==> config.mk <==
export PLATFORM = sky130hd
export DESIGN_NAME = vga_text_renderer
export DESIGN_NICKNAME = d
export VERILOG_FILES = /design/src/rtl/vga_text_renderer_pkg.sv /design/src/rtl/vga_text_renderer_timing.sv /design/src/rtl/vga_text_renderer.sv
export SDC_FILE = /design/constraint.sdc
export NUM_CORES = 1
export LEC_CHECK = 0
export ABC_AREA = 1
export BUFFER_PORTS_ARGS = -buffer_cell sky130_fd_sc_hd__buf_4
export CAP_MARGIN = 20
export CORE_MARGIN = 2
export CORE_UTILIZATION = 30
export CTS_CLUSTER_DIAMETER = 30
export CTS_CLUSTER_SIZE = 40
export DETAILED_ROUTE_END_ITERATION = 16
export PLACE_DENSITY_LB_ADDON = 0.2
export SYNTH_ARGS = -nofsm -noshare
export SYNTH_HDL_FRONTEND = slang
export SYNTH_HIERARCHICAL = 1
export SYNTH_SLANG_ARGS = --single-unit
export TNS_END_PERCENT = 30
==> constraint.sdc <==
create_clock -name clk -period 2.05 [get_ports clk]
set_clock_uncertainty 0.2 [all_clocks]
set_input_delay 0.1025 -clock clk [delete_from_list [all_inputs] [get_ports clk]]
set_output_delay 0.1025 -clock clk [all_outputs]
set_load 0.01 [all_outputs]
==> src/rtl/vga_text_renderer_pkg.sv <==
// Shared timing constants, pipeline stage record and video-memory address helper
// for the 80x30 text-mode VGA renderer.
package vga_text_renderer_pkg;

    localparam int H_VISIBLE = 640;
    localparam int H_FRONT   = 16;
    localparam int H_SYNC    = 96;
    localparam int H_BACK    = 48;
    localparam int V_VISIBLE = 480;
    localparam int V_FRONT   = 10;
    localparam int V_SYNC    = 2;
    localparam int V_BACK    = 33;

    localparam int COLS      = 80;
    localparam int ROWS      = 30;
    localparam int CELL_W    = 8;
    localparam int CELL_H    = 16;
    localparam int PIPE_LAT  = 3;
    localparam int BLINK_BIT = 4;

    typedef struct packed {
        logic       active;
        logic       hs;
        logic       vs;
        logic       cursor;
        logic [2:0] px;
    } stage_t;

    localparam stage_t STAGE_RESET = '{active: 1'b0, hs: 1'b1, vs: 1'b1, cursor: 1'b0, px: 3'd0};

    // row*80 + col built from shifts so no multiplier is inferred
    function automatic logic [11:0] cell_addr(input logic [4:0] row, input logic [6:0] col);
        logic [11:0] r;
        r = {7'd0, row};
        return (r << 6) + (r << 4) + {5'd0, col};
    endfunction

endpackage

==> src/rtl/vga_text_renderer_timing.sv <==
// Raster counters (h, v, frame) plus raw sync, active window and frame wrap strobe.
// Latency: combinational decode of the current counter value; no backpressure, free-running.
module vga_text_renderer_timing #(
    parameter int H_VISIBLE = vga_text_renderer_pkg::H_VISIBLE,
    parameter int H_FRONT   = vga_text_renderer_pkg::H_FRONT,
    parameter int H_SYNC    = vga_text_renderer_pkg::H_SYNC,
    parameter int H_BACK    = vga_text_renderer_pkg::H_BACK,
    parameter int V_VISIBLE = vga_text_renderer_pkg::V_VISIBLE,
    parameter int V_FRONT   = vga_text_renderer_pkg::V_FRONT,
    parameter int V_SYNC    = vga_text_renderer_pkg::V_SYNC,
    parameter int V_BACK    = vga_text_renderer_pkg::V_BACK,
    parameter int BLINK_BIT = vga_text_renderer_pkg::BLINK_BIT
) (
    input  logic       clk,
    input  logic       rst_n,
    output logic [6:0] col,
    output logic [2:0] px,
    output logic [4:0] row,
    output logic [3:0] glyph_row,
    output logic       blink,
    output logic       hs_raw,
    output logic       vs_raw,
    output logic       active,
    output logic       frame_wrap
);

    localparam logic [9:0] H_VIS   = 10'(H_VISIBLE);
    localparam logic [9:0] HS_FIRST = 10'(H_VISIBLE + H_FRONT);
    localparam logic [9:0] HS_LAST  = 10'(H_VISIBLE + H_FRONT + H_SYNC - 1);
    localparam logic [9:0] H_LAST   = 10'(H_VISIBLE + H_FRONT + H_SYNC + H_BACK - 1);
    localparam logic [9:0] V_VIS    = 10'(V_VISIBLE);
    localparam logic [9:0] VS_FIRST = 10'(V_VISIBLE + V_FRONT);
    localparam logic [9:0] VS_LAST  = 10'(V_VISIBLE + V_FRONT + V_SYNC - 1);
    localparam logic [9:0] V_LAST   = 10'(V_VISIBLE + V_FRONT + V_SYNC + V_BACK - 1);

    logic [9:0] h_cnt;
    logic [9:0] v_cnt;
    logic [5:0] frame_cnt;
    logic       line_end;

    assign line_end   = (h_cnt == H_LAST);
    assign frame_wrap = line_end && (v_cnt == V_LAST);

    always_ff @(posedge clk or negedge rst_n) begin
        if (!rst_n) begin
            h_cnt     <= '0;
            v_cnt     <= '0;
            frame_cnt <= '0;
        end else begin
            h_cnt <= line_end ? 10'd0 : h_cnt + 10'd1;
            if (frame_wrap) begin
                v_cnt     <= '0;
                frame_cnt <= frame_cnt + 6'd1;
            end else if (line_end) begin
                v_cnt <= v_cnt + 10'd1;
            end
        end
    end

    assign hs_raw    = !((h_cnt >= HS_FIRST) && (h_cnt <= HS_LAST));
    assign vs_raw    = !((v_cnt >= VS_FIRST) && (v_cnt <= VS_LAST));
    assign active    = (h_cnt < H_VIS) && (v_cnt < V_VIS);
    assign col       = h_cnt[9:3];
    assign px        = h_cnt[2:0];
    assign row       = v_cnt[8:4];
    assign glyph_row = v_cnt[3:0];
    assign blink     = frame_cnt[BLINK_BIT];

endmodule

==> src/rtl/vga_text_renderer.sv <==
// Text-mode VGA read side: raster walk, video-memory and font fetch, mono pixel out.
// Latency: pixel/hsync/vsync are exactly 3 clocks behind the counters; no backpressure.
module vga_text_renderer #(
    parameter int H_VISIBLE = vga_text_renderer_pkg::H_VISIBLE,
    parameter int H_FRONT   = vga_text_renderer_pkg::H_FRONT,
    parameter int H_SYNC    = vga_text_renderer_pkg::H_SYNC,
    parameter int H_BACK    = vga_text_renderer_pkg::H_BACK,
    parameter int V_VISIBLE = vga_text_renderer_pkg::V_VISIBLE,
    parameter int V_FRONT   = vga_text_renderer_pkg::V_FRONT,
    parameter int V_SYNC    = vga_text_renderer_pkg::V_SYNC,
    parameter int V_BACK    = vga_text_renderer_pkg::V_BACK,
    parameter int BLINK_BIT = vga_text_renderer_pkg::BLINK_BIT
) (
    input  logic        clk,
    input  logic        rst_n,
    output logic [11:0] vmem_addr,
    input  logic [7:0]  vmem_data,
    output logic [11:0] font_addr,
    input  logic [7:0]  font_data,
    input  logic        cursor_en,
    input  logic [6:0]  cursor_col,
    input  logic [4:0]  cursor_row,
    output logic        hsync,
    output logic        vsync,
    output logic        pixel
);
    import vga_text_renderer_pkg::*;

    logic [6:0] col;
    logic [2:0] px;
    logic [4:0] row;
    logic [3:0] glyph_row;
    logic       blink;
    logic       hs_raw;
    logic       vs_raw;
    logic       active;
    logic       frame_wrap;

    vga_text_renderer_timing #(
        .H_VISIBLE (H_VISIBLE),
        .H_FRONT   (H_FRONT),
        .H_SYNC    (H_SYNC),
        .H_BACK    (H_BACK),
        .V_VISIBLE (V_VISIBLE),
        .V_FRONT   (V_FRONT),
        .V_SYNC    (V_SYNC),
        .V_BACK    (V_BACK),
        .BLINK_BIT (BLINK_BIT)
    ) u_timing (
        .clk        (clk),
        .rst_n      (rst_n),
        .col        (col),
        .px         (px),
        .row        (row),
        .glyph_row  (glyph_row),
        .blink      (blink),
        .hs_raw     (hs_raw),
        .vs_raw     (vs_raw),
        .active     (active),
        .frame_wrap (frame_wrap)
    );

    // Cursor is sampled only at the frame boundary so a frame never shows a torn cursor
    logic       sh_en;
    logic [6:0] sh_col;
    logic [4:0] sh_row;

    always_ff @(posedge clk or negedge rst_n) begin
        if (!rst_n) begin
            sh_en  <= 1'b0;
            sh_col <= '0;
            sh_row <= '0;
        end else if (frame_wrap) begin
            sh_en  <= cursor_en;
            sh_col <= cursor_col;
            sh_row <= cursor_row;
        end
    end

    stage_t     s0;
    stage_t     s1;
    stage_t     s2;
    logic [3:0] glyph_row_d1;
    logic       cursor_hit;
    logic       glyph_bit;

    assign cursor_hit = sh_en && (col == sh_col) && (row == sh_row)
                        && (glyph_row[3:1] == 3'b111) && blink;

    assign s0 = '{active: active, hs: hs_raw, vs: vs_raw, cursor: cursor_hit, px: px};

    assign vmem_addr = active ? cell_addr(row, col) : 12'd0;

    always_ff @(posedge clk or negedge rst_n) begin
        if (!rst_n) begin
            s1           <= STAGE_RESET;
            s2           <= STAGE_RESET;
            glyph_row_d1 <= '0;
        end else begin
            s1           <= s0;
            s2           <= s1;
            glyph_row_d1 <= glyph_row;
        end
    end

    // Gating on the delayed active flag keeps the font address quiet in blanking and reset
    assign font_addr = s1.active ? {vmem_data, glyph_row_d1} : 12'd0;
    assign glyph_bit = font_data[3'd7 - s2.px];

    always_ff @(posedge clk or negedge rst_n) begin
        if (!rst_n) begin
            pixel <= 1'b0;
            hsync <= 1'b1;
            vsync <= 1'b1;
        end else begin
            pixel <= s2.active & (glyph_bit | s2.cursor);
            hsync <= s2.hs;
            vsync <= s2.vs;
        end
    end

endmodule

==> flow_summary.ini <==
[run_status]
status = complete, but fails checks
violations = hold timing, setup timing

[clocking]
numCtsBuffers = 9
path_clk_slew_ns = 0.08
cts_max_level = 3
clk_latency_ns = 0.35
cts.sinks = 59
root_buffer = clkbuf_8
cts_buffer_depth = 2
cts_tree = done

[drt]
wl_per_cell_um = 11.9
drc = 0
via_per_inst = 4.30
highest_layer = met4
vias = 2788
wl_met2_mm = 3.91
route.met3.wl_um = 307
wl_met1_mm = 3.38
totalWireLength_mm = 7.70
antenna_left = 0
drt_iter0_markers = 112
first_pass_iters = 4

[finish]
drive_gt1_share_pct = 32.2
areaGrowthSynthToFinish_pct = 36.6
fillers = 1084
n_antenna_cell = 0
final_nets = 552

[timing]
min_period_ns = 2.52
finalSetupViolations = 12
whs_ns = -0.00231
grt_setup_unrepaired = yes
final.setup.tns_ns = -3.18
setup_ws_ns = -0.466
finalCritPeriodShare_pct = 123
drv_slew = 0
tightestPinTransition_ns = 0.741
hold_viol_final = 1
slew_headroom_pct = 50.6
fmax_mhz = 398

[setup_path]
reg2reg_from = u_timing/h_cnt[1]
critPathKind = flip-flop to primary output
path_depth = 8
cp_common_cell = buf_4
worstPathRequired_ns = 1.75
arrival_ns = 2.21
end_kind = primary output
critPathTopFamily = adder cells
rr_worst_depth = 8
reg2reg_setup_slack_ns = 0.14
crit_path_max_fanout = 2
critPathSlowestCell = fa_1
crit_end = vmem_addr[11]
worstSetupStartpointType = flip-flop
critPathLaunch = u_timing/v_cnt[4]
crit_chain = inv_2 > fa_1 > buf_4 > fa_2 > o21ai_2 > nand2_1 > a21oi_2 > buf_4
worst_r2r_endpoint = sh_en
path_buf_inv = 3
crit_path_max_incr_delay_ns = 0.43

[grt]
antenna_found_initial = 0
grt_max_degree = 60
grt_pass1_wl_mm = 12.4
grt_pass1_vias = 2669
grt_usage_pct = 13.6
grt-ovfl-total = 0

[yosys]
synthCells = 404
synth_edf_count = 0
synthAdderAreaFrac_pct = 6.87
postSynthAreaPerCell_sq_um = 8.20
synth_seq_area_share_pct = 44.8
synth_cell_type_count = 31
synth-xor-area-share_pct = 3.96
async_flop_share_pct = 100
synth_area_sq_um = 3310
yosysWarnings = 6
synth_top_family_by_area = simple AND/OR/NAND/NOR gates
synthFlopType = dfrtp_1
synth_compound_area_share_pct = 6.15
ys_ff_latch = 59
synth_nets = 452
synth_mux_area_share_pct = 1.36
synth-simple-area-share_pct = 24.7

[placed_design]
dp_slack_ns = -0.183
dpl.hpwl_mm = 5.50
io_buffers = 57
gp_congestion = 0.811

[run]
maxCapViolCount = 0

[pwr]
switching_power_uw = 554
p_int_uw = 1930
comb_power_share_pct = 4.7
max-vdd-ir-drop_v = 0.000303
p_seq_share_pct = 47.0
pwr-share-clk_pct = 48.3
p_per_area_nw_per_um2 = 548
netSwitchingFraction_pct = 22.3
p_leak_uw = 0.00243

[hold_path]
hold_path_class = input port to flip-flop

[floorplan]
initial_core_util_pct = 30.7
row_count = 38
dieWidth_um = 109
dieArea_sq_um = 11900
die_y_um = 109
core_area_sq_um = 10800
io_pins = 58
[cells in the final DEF (no fill, tap or decap), types with 4 or more instances in the layout]
cell             n
nand2_2          8
nand4_1          6
inv_1           63
xor2_1          11
dlygate4sd3_1   14
buf_4           86
dfstp_2          6
nor2_1          29
nand3_1         17
dfrtp_1         52
ha_1            10
nand2_1        106
xnor2_1          4
inv_2            9
clkbuf_8         9
a21oi_1          8
mux2_2           4
nand3_2          6
ha_4             4
o21ai_0         18
buf_6            6
[cell type report]
| cell class | count | area (sq um) | area share [%] |
|---|---|---|---|
| Tap cell | 140 | 175 | 3.87 |
| Sequential cell | 59 | 1490 | 32.8 |
| Timing Repair Buffer | 106 | 853 | 18.8 |
| Multi-Input combinational cell | 255 | 1510 | 33.4 |
| Clock inverter | 7 | 100 | 2.21 |
| Clock buffer | 9 | 124 | 2.74 |
| Inverter | 73 | 277 | 6.11 |
[flip-flops by register name, summed over array words and instances, names as in the netlist]
signal              count
glyph_row_d1            4
u_timing/frame_cnt      5
pixel                   1
sh_en                   1
u_timing/v_cnt         10
hsync                   1
s2                      7
u_timing/h_cnt         10
sh_row                  5
vsync                   1
s1                      7
sh_col                  7
[worst min path at each step]
stage,startpoint,end,slack (ns),cells past startpoint
final,font_data[1],pixel,-0.002,7
after global routing,font_data[1],pixel,0.05,7
after CTS,font_data[1],pixel,0.009,7
after detailed placement,rst_n,sh_row[2],0.01,1
after global placement,rst_n,sh_col[5],0.02,1
after floorplan,rst_n,glyph_row_d1[0],-0.39,0
[cells by family after synthesis]
logic type / after synthesis
compound gates: 35
xor+xnor: 15
fa+ha+maj: 17
buf+inv: 90
flops: 59
mux: 4
simple gates: 184
[cell usage after synthesis, types with 6 or more instances]
cell	n	area share (%)
a21oi_1	8	1.2
nand4_1	6	1.1
o21ai_0	18	2.7
inv_1	69	7.8
nor2_1	29	3.3
ha_1	15	5.7
nand2_1	109	12
dfrtp_1	53	40
nand3_1	18	2.7
xor2_1	11	2.9
dfstp_2	6	4.8
buf_4	10	2.3
[metrics by stage]
stage / utilization [%] / instances / power [uW] / hold WS (ns) / area (sq um)
4_1_cts: 40.6 / 643 / 2510 / 0.00852 / 4380
3_5_place_dp: 37.0 / 611 / 1290 / 0.0137 / 3990
5_1_grt: 42.0 / 649 / 2580 / 0.0506 / 4530
3_3_place_gp: 37.0 / 611 / 1280 / 0.0165 / 3990
2_1_floorplan: - / 404 / 1200 / -0.393 / 3320
6_report: 42.0 / 649 / 2480 / -0.00231 / 4530
[layer usage]
layer / global-route usage (%) / vias to the layer above
met5: 0 / -
met2: 22.7 / 41
met4: 4.12 / 0
li1: - / 1430
met3: 4.00 / 9
met1: 17.1 / 1308
[what timing repair did]
| item | CTS | global route |
|---|---|---|
| hold buffers | 14 | 0 |
| setup buffers | 2 | 6 |
| endpoints found under the setup margin | 12 | 24 |
| gates cloned | 0 | 1 |
| endpoints found under the hold margin | 66 | 0 |
| resized for setup | 4 | 24 |
| pin swaps | 5 | 5 |
[power groups by stage]
stage               registers [uW]  logic [uW]  clock network (uW)
finish                        1170         117                1200
global route                  1160         130                1280
CTS                           1160         120                1230
detailed placement            1190        98.1                   0
global placement              1190        96.9                   0
floorplan                     1190        15.3                   0
[worst min-delay path, stage by stage]
cell     delay [ns]
buf_4          0.08
nand2_1        0.04
nand3_1        0.05
nand3_1        0.06
nand3_1        0.10
nand2_1        0.05
inv_1          0.04
Note: power is estimated with default switching activity, not from simulation.
